--- config.mk ---
export PLATFORM = sky130hd
export DESIGN_NAME = byte_scan_reader
export DESIGN_NICKNAME = d
export VERILOG_FILES = /design/src/rtl/byte_scan_pkg.sv /design/src/rtl/byte_scan_reader_sync.sv /design/src/rtl/byte_scan_reader.sv
export SDC_FILE = /design/constraint.sdc
export NUM_CORES = 1
export LEC_CHECK = 0
export BUFFER_PORTS_ARGS = -buffer_cell sky130_fd_sc_hd__buf_2
export CAP_MARGIN = 20
export CORE_AREA = 2 2 91 93
export DETAILED_ROUTE_END_ITERATION = 7
export DIE_AREA = 0 0 93 95
export PLACE_DENSITY = 0.76
export SLEW_MARGIN = 20
export SYNTH_ARGS = -nofsm -noshare
export SYNTH_HDL_FRONTEND = slang
export SYNTH_SLANG_ARGS = --single-unit
--- constraint.sdc ---
create_clock -name clk -period 4.5 [get_ports clk]
set_input_delay 0 -clock clk [delete_from_list [all_inputs] [get_ports clk]]
set_output_delay 0 -clock clk [all_outputs]
set_load 0.03 [all_outputs]
--- src/rtl/byte_scan_pkg.sv ---
// byte_scan_pkg: shared state encoding and width helper for the byte scan reader
package byte_scan_pkg;
   typedef enum logic [2:0] {
      IDLE    = 3'd0,
      LOAD    = 3'd1,
      PRESENT = 3'd2,
      DWELL   = 3'd3,
      DONE    = 3'd4
   } state_t;

   function automatic int clog2(input int v);
      int r = 0;
      while ((1 << r) < v) r++;
      return (r < 1) ? 1 : r;
   endfunction
endpackage

--- src/rtl/byte_scan_reader_sync.sv ---
// start_sync: 3-flop synchroniser with a single-cycle rising-edge pulse
module start_sync (
   input  logic clk,
   input  logic rst,
   input  logic i_start,
   output logic o_start_pulse
);
   logic [2:0] r_sync;
   always_ff @(posedge clk or posedge rst)
      if (rst) r_sync <= '0;
      else     r_sync <= {r_sync[1:0], i_start};
   assign o_start_pulse = r_sync[1] & ~r_sync[2];
endmodule

--- src/rtl/byte_scan_reader.sv ---
// byte_scan_reader: snapshots mem_data and presents each byte on a valid/ready port with a dwell
module byte_scan_reader import byte_scan_pkg::*; #(
   parameter int NUM_BYTES    = 4,
   parameter int WIDTH        = 8,
   parameter int DWELL_CYCLES = 100000000
) (
   input  logic                           clk,
   input  logic                           rst,
   input  logic                           start,
   input  logic                           stop,
   input  logic [NUM_BYTES*WIDTH-1:0]     mem_data,
   output logic [WIDTH-1:0]               out_data,
   output logic [clog2(NUM_BYTES)-1:0]    out_sel,
   output logic                           out_valid,
   input  logic                           out_ready,
   output logic                           busy,
   output logic                           done
);
   localparam int SW = clog2(NUM_BYTES);
   localparam int CW = clog2(DWELL_CYCLES + 1);
   state_t                     r_state, w_next;
   logic [NUM_BYTES*WIDTH-1:0] r_snap;
   logic [SW-1:0]              r_idx;
   logic [CW-1:0]              r_cnt;
   logic                       w_start_pulse, w_abort, w_last_cnt, w_last_idx;
   start_sync u_sync (
      .clk           (clk),
      .rst           (rst),
      .i_start       (start),
      .o_start_pulse (w_start_pulse)
   );
   assign w_abort    = stop && (r_state != IDLE);
   assign w_last_cnt = r_cnt == CW'(DWELL_CYCLES - 1);
   assign w_last_idx = r_idx == SW'(NUM_BYTES - 1);
   assign done       = r_state == DONE;
   always_ff @(posedge clk or posedge rst)
      if (rst) r_state <= IDLE;
      else     r_state <= w_next;
   always_comb begin
      w_next = r_state;
      case (r_state)
         IDLE:    w_next = w_start_pulse ? LOAD : IDLE;
         LOAD:    w_next = PRESENT;
         PRESENT: w_next = out_ready ? DWELL : PRESENT;
         DWELL:   w_next = !w_last_cnt ? DWELL : (w_last_idx ? DONE : LOAD);
         DONE:    w_next = IDLE;
         default: w_next = IDLE;
      endcase
      if (w_abort) w_next = IDLE;
   end
   always_ff @(posedge clk or posedge rst)
      if (rst) begin
         r_snap    <= '0;
         r_idx     <= '0;
         r_cnt     <= '0;
         out_data  <= '0;
         out_sel   <= '0;
         out_valid <= 1'b0;
         busy      <= 1'b0;
      end else if (w_abort) begin
         out_valid <= 1'b0;
         busy      <= 1'b0;
      end else begin
         case (r_state)
            IDLE: if (w_start_pulse) begin
               r_snap <= mem_data;
               r_idx  <= '0;
               busy   <= 1'b1;
            end
            LOAD: begin
               out_data  <= r_snap[r_idx*WIDTH +: WIDTH];
               out_sel   <= r_idx;
               out_valid <= 1'b1;
            end
            PRESENT: if (out_ready) begin
               out_valid <= 1'b0;
               r_cnt     <= '0;
            end
            DWELL: begin
               r_cnt <= r_cnt + 1'b1;
               if (w_last_cnt && !w_last_idx) r_idx <= r_idx + 1'b1;
            end
            DONE: busy <= 1'b0;
            default: ;
         endcase
      end
endmodule

# == After elaboration in Yosys (flattened, before gate mapping) ==
# Index checks and enable logic that the tools add are counted.
# classes
n_bitwise,3
n_shift,1
n_eq_ne,11
n_reduce_logical,15
muxes,17
n_addsub,2
# op_table
cell,n
$pmux W27 S2,1
$shiftx A32 B6 Y8,1
$add A27 B1 Y27 const B,1
$eq A27 B27 Y1 const B,1
$mux W27,1
$pmux W3 S4,1
$mux W3,3
$reduce_bool A3 Y1,3
$eq A3 B2 Y1 const B,2
$mux W1,6
$ne A2 B2 Y1 const B,3
$ne A3 B3 Y1 const B,2
$reduce_and A2 Y1,3
$reduce_and A3 Y1,2
$mux W2,2
$pmux W1 S2,2
$pmux W2 S2,1
$reduce_and A4 Y1,1
$reduce_bool A2 Y1,2
$eq A3 B1 Y1 const B,1
$eq A3 B3 Y1 const B,1
$logic_not A3 Y1,1
$add A2 B1 Y2 const B,1
$eq A2 B2 Y1 const B,1
other kinds (4),6
# word_totals
register_bits,79
word_cells,58
out_inout_bits,13
inputBits,37

# == Logic depth before layout (Yosys ltp) ==
# Gate-level depths: netlist of the first run.
# depth
depth_word,5
ltp_mapped,6

# == By module ==
# From an unflattened synthesis of the first run, not the netlist that was laid out.
# hier_totals
hier_cells,322
area_unflattened_um2,3771.1
# by_module_without_submodules
module,cells_each,area_per_inst_um2,n_inst
byte_scan_reader,317,3678.5,1
start_sync,5,92.6,1

# == Worst setup path before layout of the first run ==
# Ideal clock, no wire load.
# synth_path
path_type,flip-flop to flip-flop
startpoint,reg r_cnt[0]
endpoint,reg r_cnt[26]
t_arrival_ns,1.703
stages_incl_launch_ff,7
setup_slack_ns,2.718
required_ns,4.421
period_less_slack_ns,1.782
setup_ns,0.079
cell_sequence,dfrtp_1 ha_1 and4_1 nand4_1 buf_2 nor4_1 mux2i_1
# synth_between
elab_chain_cells,2
# synth_lines
item,line,text
start: declaration,byte_scan_reader.sv:24,logic [CW-1:0] r_cnt;
start signal: assignment,byte_scan_reader.sv:80,r_cnt <= r_cnt + 1'b1;
$add A27 B1 Y27,byte_scan_reader.sv:80,
$pmux W27 S2,byte_scan_reader.sv:64,case (r_state)
# No other way between the ends.
# A chain may end at the register's enable or synchronous reset.

# == Worst setup path after layout of the first run ==
# layout_path
startpoint,reg r_state[1]
endpoint,reg r_cnt[15]
# layout_between
elab_chain_cells,4
# layout_lines
item,line,text
start: declaration,byte_scan_reader.sv:21,"state_t r_state, w_next;"
start signal: assignment,byte_scan_reader.sv:38,else r_state <= w_next;
"parallel branches: the longest is 4 deep, another holds $eq A3 B2 Y1",--,
# Several ways; the timed one is not identified.

==> results of run 1 <==
[flip-flops by register name (all words and copies together) (netlist names)]
register	flops
out_sel	2
r_state	3
r_idx	2
r_snap	32
r_cnt	27
u_sync.r_sync	3
busy	1
out_data	8
out_valid	1
[cell type report]
| type | instances | area (µm²) | share of cell area, % |
|---|---|---|---|
| Tap cell | 105 | 131.4 | 2.783 |
| Multi-Input combinational cell | 218 | 1730 | 36.66 |
| Sequential cell | 79 | 1977 | 41.88 |
| Inverter | 6 | 23.77 | 0.5036 |
| Clock buffer | 10 | 137.6 | 2.915 |
| Clock inverter | 5 | 82.58 | 1.749 |
| Timing Repair Buffer | 88 | 638.1 | 13.52 |
[per-stage QoR]
step | power, mW | std cells
after floorplan | 1.189 | 322
after global placement | 1.280 | 460
after detailed placement | 1.305 | 460
after CTS | 1.914 | 510
after global routing | 1.991 | 511
final | 1.899 | 511
[Yosys cell counts, types with 6 or more instances]
| master | number |
|---|---|
| dfrtp_1 | 79 |
| mux2_2 | 42 |
| nand2_1 | 24 |
| a21oi_1 | 16 |
| nand4_1 | 11 |
| nor2_1 | 10 |
| buf_2 | 9 |
| nand3_1 | 9 |
| or4_1 | 9 |
| clkbuf_1 | 8 |
| mux4_2 | 8 |
| nor4_1 | 8 |
| o31ai_1 | 8 |
| o21ai_0 | 7 |
| and4_1 | 6 |
| inv_1 | 6 |
[power by group]
group	switching, mW	internal (mW)	total [mW]
logic	0.200	0.200	0.401
clock network	0.258	0.325	0.583
registers	0.0731	0.841	0.915
total	0.532	1.37	1.90
[repair_timing]
action,CTS,global route
setup endpoints to repair,0,0
endpoints found under the hold margin,113,0
hold buffers,35,0
buffers inserted,0,0
[worst max-delay path by stage]
stage,start,endpoint,slack [ns],cells after the start
floorplan,rst,busy$_DFFE_PP0P_,2.48,1
CTS,r_state[1]$_DFF_PP0_,r_cnt[17]$_DFFE_PP0P_,1.99,4
detailed placement,r_state[1]$_DFF_PP0_,r_cnt[17]$_DFFE_PP0P_,2.06,4
global route,r_state[1]$_DFF_PP0_,r_cnt[15]$_DFFE_PP0P_,1.73,4
finish,r_state[1]$_DFF_PP0_,r_cnt[15]$_DFFE_PP0P_,1.97,4
global placement,r_state[1]$_DFF_PP0_,r_cnt[15]$_DFFE_PP0P_,2.11,4
[layer usage]
layer / track usage [%] / part of all wire (%) / vias to the layer above
met1: 24.71 / 44 / 1420
met4: 6.985 / 1.4 / 0
met2: 33.39 / 51 / 72
met5: 0 / 0 / -
met3: 3.831 / 3.9 / 10
li1: - / - / 1368
[kinds of logic (layout without fill, tap and decap cells)]
logic type                 count (synthesis)  in the layout  synth area share, %
and+or+nand+nor                          111            111                17.49
DFF                                       79             79                51.94
muxes                                     54             54                18.21
AOI/OAI and AO/OA                         46             46                7.791
buffers and inverters                     25            109                2.761
xor gates and xnor gates                   5              5                1.151
adders and majority gates                  2              2               0.6574
[worst max-delay path: cells and delay by family (launching register included)]
kind,cells,cell delay (ns)
AOI/OAI and AO/OA,1,0.17
DFF,1,0.56
and+or+nand+nor,3,1.71
==> results.json, run 1 <==
{
  "outcome": "completed",
  "seq_area_frac_synth_pct": 51.94,
  "maxSlewViolCount": 0,
  "worst_pin_slew_ns": 0.7671,
  "grt.total_usage_pct": 19.47,
  "dpl_cell_area_um2": 4130,
  "avgSynthCellArea_um2": 11.82,
  "synth_edf_count": 0,
  "worstHoldPathCells": 4,
  "grt_pass1_wl_um": 13410,
  "clk_latency_ns": 0.35,
  "max_freq_mhz": 394.8,
  "synthToLayoutAreaGrowth_pct": 24.03,
  "vias": 2870,
  "detail-route-antenna-nets": 0,
  "hold-worst-slack_ns": 0.07858,
  "fin_crit_sh_pct": 56.29,
  "drtIter0Drc": 100,
  "syn_nets": 361,
  "ioPinCount": 50,
  "cp_cell_sequence": "nor3b_4, nand4_1, or4_1, a21oi_1",
  "vdd_drop_max_v": 0.0001783,
  "post-synth-top-area-cell": "dfrtp_1",
  "slowest_stage": "or4_1",
  "grt.overflow.total": 0,
  "skew_ns": 0.006951,
  "power_density_nw_per_um2": 402.2,
  "cts_inserted_buffers": 9,
  "final_util_pct": 59.55,
  "required_ns": 4.77,
  "r2r_cells": 4,
  "portBuffers": 49,
  "cts_resized": 0,
  "pre_cts_ws_ns": 2.059,
  "die-area_um2": 8835,
  "synth-seq-cells": 79,
  "die_y_um": 95,
  "nNetsFinal": 441,
  "hpwl_um": 5005,
  "min_from": "stop",
  "r2r_start": "r_state[1]$_DFF_PP0_",
  "yosys-top-cells-area": "dfrtp_1 (52%), mux2_2 (12%), mux4_2 (4.7%)",
  "cts_tree": "done",
  "hold_class": "in -> reg",
  "crit_path_end_kind": "flip-flop",
  "final_layout_size_suffix_gt1_share_pct": 30.30,
  "hold_viol": 0,
  "dieWidth_um": 93,
  "fin_area_um2": 4721,
  "tns_ns": 0,
  "synth.yosys.warnings": 0,
  "initial_core_util_pct": 48.01,
  "wl_um": 8029,
  "layout_common_cells": "dfrtp_1 (79), buf_2 (49), mux2_2 (42)",
  "holdPathEnd": "r_state[1]$_DFF_PP0_",
  "layout.cells.most_common": "dfrtp_1",
  "wl_per_cell_um": 15.71,
  "grt_max_degree": 80,
  "finalWorstSetupSlack_ns": 1.967,
  "drv_cap": 0,
  "ctsHtreeMaxLevel": 3,
  "ys_async_sr_fraction_pct": 100.0,
  "max_slew_margin_pct": 48.70,
  "fillers": 644,
  "post-route-min-period_ns": 2.533,
  "clk_pin_slew_ns": 0.08,
  "total_leakage_power_nw": 2.008,
  "place.gp.congestion": 0.8055,
  "firstDrtPassIters": 4,
  "antenna_found_initial": 0,
  "syn_area_um2": 3806,
  "max-clock-path-buffers": 2,
  "synthFlopType": "dfrtp_1",
  "setup_viol": 0,
  "core_area_um2": 7928,
  "viasPerCell": 5.616,
  "clock-sinks": 79,
  "grt_pass1_vias": 2802,
  "r2r_slack_ns": 1.97,
  "drc": 0,
  "path_class": "reg -> reg",
  "slowest_delay_ns": 0.73,
  "root_buffer": "clkbuf_8",
  "worstPathArrival_ns": 2.80,
  "diodes": 0,
  "netlist.area_leader.share_pct": 51.94,
  "cp-start-kind": "flip-flop",
  "std_cell_rows": 33,
  "yosysUniqueCellTypes": 44,
  "synth_cells": 322,
  "crit_fanout": 20,
  "r2r_end": "r_cnt[15]$_DFFE_PP0P_",
  "rsz0062_at_grt": "no"
}
Power figures use the tool's default switching activity.
==> run 2, diff against run 1 <==
--- a/config.mk
+++ b/config.mk
@@ -10,7 +10,7 @@
 export CORE_AREA = 2 2 91 93
 export DETAILED_ROUTE_END_ITERATION = 7
 export DIE_AREA = 0 0 93 95
-export PLACE_DENSITY = 0.76
+export PLACE_DENSITY = 0.79
 export SLEW_MARGIN = 20
 export SYNTH_ARGS = -nofsm -noshare
 export SYNTH_HDL_FRONTEND = slang
==> constraint.sdc (replaced) <==
create_clock -name clk -period 2.3 [get_ports clk]
set_input_delay 0 -clock clk [delete_from_list [all_inputs] [get_ports clk]]
set_output_delay 0 -clock clk [all_outputs]
set_load 0.03 [all_outputs]
==> run 2 against run 1 <==
Compared with the run above: first-iteration DRC count up 74%; sequential share of layout area down 0.30 points; clock skew up 0.0045 ns; worst setup slack worse by 1.7 ns; combinational power up 97%; critical endpoint is now r_cnt[18]$_DFFE_PP0P_; highest routed layer unchanged.
==> results.json, run 2 (synthesized netlist as in run 1, its figures left out) <==
{
  "antenna_found_initial": 0,
  "postCtsHoldBufs": 34,
  "setup_viol": 0,
  "grt_pass1_vias": 2844,
  "required_ns": 2.58,
  "drv_cap": 0,
  "synthToLayoutAreaGrowth_pct": 24.92,
  "power_density_nw_per_um2": 792.0,
  "portBuffers": 49,
  "clk_latency_ns": 0.36,
  "path_class": "reg -> reg",
  "r2r_cells": 5,
  "ctsHtreeMaxLevel": 3,
  "firstDrtPassIters": 4,
  "ioPinCount": 50,
  "cts_inserted_buffers": 9,
  "dp_cells": 468,
  "reg.largest.list": "r_snap: 32 flops, r_cnt: 27 flops, out_data: 8 flops",
  "cts_setup_buffers": 0,
  "r2r_slack_ns": 0.29,
  "post-route-min-period_ns": 2.014,
  "worst_pin_slew_ns": 0.5580,
  "clock-sinks": 79,
  "skew_ns": 0.01145,
  "outcome": "completed",
  "vias": 2920,
  "diodes": 0,
  "detail-route-antenna-nets": 0,
  "final_layout_size_suffix_gt1_share_pct": 31.72,
  "nNetsFinal": 447,
  "maxSlewViolCount": 0,
  "wl_um": 8527,
  "dieWidth_um": 93,
  "grt_pass1_wl_um": 13700,
  "cts_resized": 0,
  "drtIter0Drc": 174,
  "grt_max_degree": 37,
  "crit_path_end_kind": "flip-flop",
  "place.gp.congestion": 0.8429,
  "core_area_um2": 7928,
  "total_leakage_power_nw": 2.029,
  "initial_core_util_pct": 48.01,
  "worstHoldPathCells": 3,
  "vdd_drop_max_v": 0.0004277,
  "wl_per_cell_um": 16.46,
  "crit_fanout": 16,
  "viasPerCell": 5.637,
  "cts_tree": "done",
  "die_y_um": 95,
  "grt.overflow.total": 0,
  "r2r_end": "r_cnt[18]$_DFFE_PP0P_",
  "tns_ns": 0,
  "cp-start-kind": "flip-flop",
  "min_from": "out_ready",
  "largest_register_ffs": 32,
  "max_freq_mhz": 496.6,
  "fin_crit_sh_pct": 87.56,
  "instances_no_fill": 518,
  "holdPathEnd": "r_state[0]$_DFF_PP0_",
  "drc": 0,
  "r2r_start": "r_state[1]$_DFF_PP0_",
  "rsz0062_at_grt": "no",
  "root_buffer": "clkbuf_8",
  "max-clock-path-buffers": 2,
  "max_slew_margin_pct": 62.75,
  "layout.cells.most_common": "dfrtp_1",
  "std_cell_rows": 33,
  "layout_common_cells": "dfrtp_1 (79), buf_2 (49), mux2_2 (42)",
  "die-area_um2": 8835,
  "hold_viol": 0,
  "hpwl_um": 5296,
  "clk_pin_slew_ns": 0.09,
  "top_register": "r_snap",
  "grt.total_usage_pct": 20.01,
  "worstPathArrival_ns": 2.29,
  "hold_class": "in -> reg"
}
[run 2: how the worst max path moves through the flow]
stage / startpoint / endpoint / slack [ns] / depth (start not counted)
global placement: r_state[0]$_DFF_PP0_ / r_idx[0]$_DFFE_PP0P_ / 0.41 / 4
finish: r_state[1]$_DFF_PP0_ / r_cnt[18]$_DFFE_PP0P_ / 0.29 / 5
global route: r_state[1]$_DFF_PP0_ / r_cnt[15]$_DFFE_PP0P_ / 0.17 / 5
detailed placement: r_state[1]$_DFF_PP0_ / r_cnt[18]$_DFFE_PP0P_ / 0.31 / 5
CTS: r_state[1]$_DFF_PP0_ / r_cnt[18]$_DFFE_PP0P_ / 0.31 / 5
floorplan: rst / busy$_DFFE_PP0P_ / 0.28 / 1
[run 2: layout make-up]
type	instances	area, µm²
clock buffers	9	123.9
clock inverters	7	101.3
fillers	592	3173
inverters	6	22.52
multi-input cells	218	1730
flip-flops and latches	79	1977
well taps	105	131.4
repair buffers	94	668.1
[run 2: worst max-delay path: stages, from the launching register on]
cell     delay [ns]
dfrtp_1        0.57
nor3b_4        0.34
nand4_1        0.12
buf_4          0.20
or4_1          0.52
a21oi_1        0.17
[run 2: power by group]
| group | switching [mW] | internal [mW] |
|---|---|---|
| clock network | 0.552 | 0.622 |
| logic | 0.399 | 0.389 |
| registers | 0.157 | 1.65 |
[run 2: per-stage QoR]
stage	cell area, µm²	power [mW]	hold WS (ns)	util (%)	setup slack (ns)
3_5_place_dp	4189	2.557	0.08921	52.84	0.3106
5_1_grt	4755	3.926	0.05205	59.97	0.1668
3_3_place_gp	4189	2.506	0.07544	52.84	0.4091
4_1_cts	4755	3.763	0.01012	59.97	0.3096
6_report	4755	3.766	0.01459	59.97	0.2861
2_1_floorplan	3806	2.326	0.03143	-	0.2766
[run 2: routing by layer]
| layer | up-vias | global-route usage [%] | share of wire [%] |
|---|---|---|---|
| met5 | - | 0 | 0 |
| met4 | 0 | 7.598 | 1.9 |
| met3 | 15 | 3.911 | 3.6 |
| met2 | 72 | 36.29 | 52 |
| met1 | 1451 | 23.53 | 42 |
| li1 | 1382 | - | - |
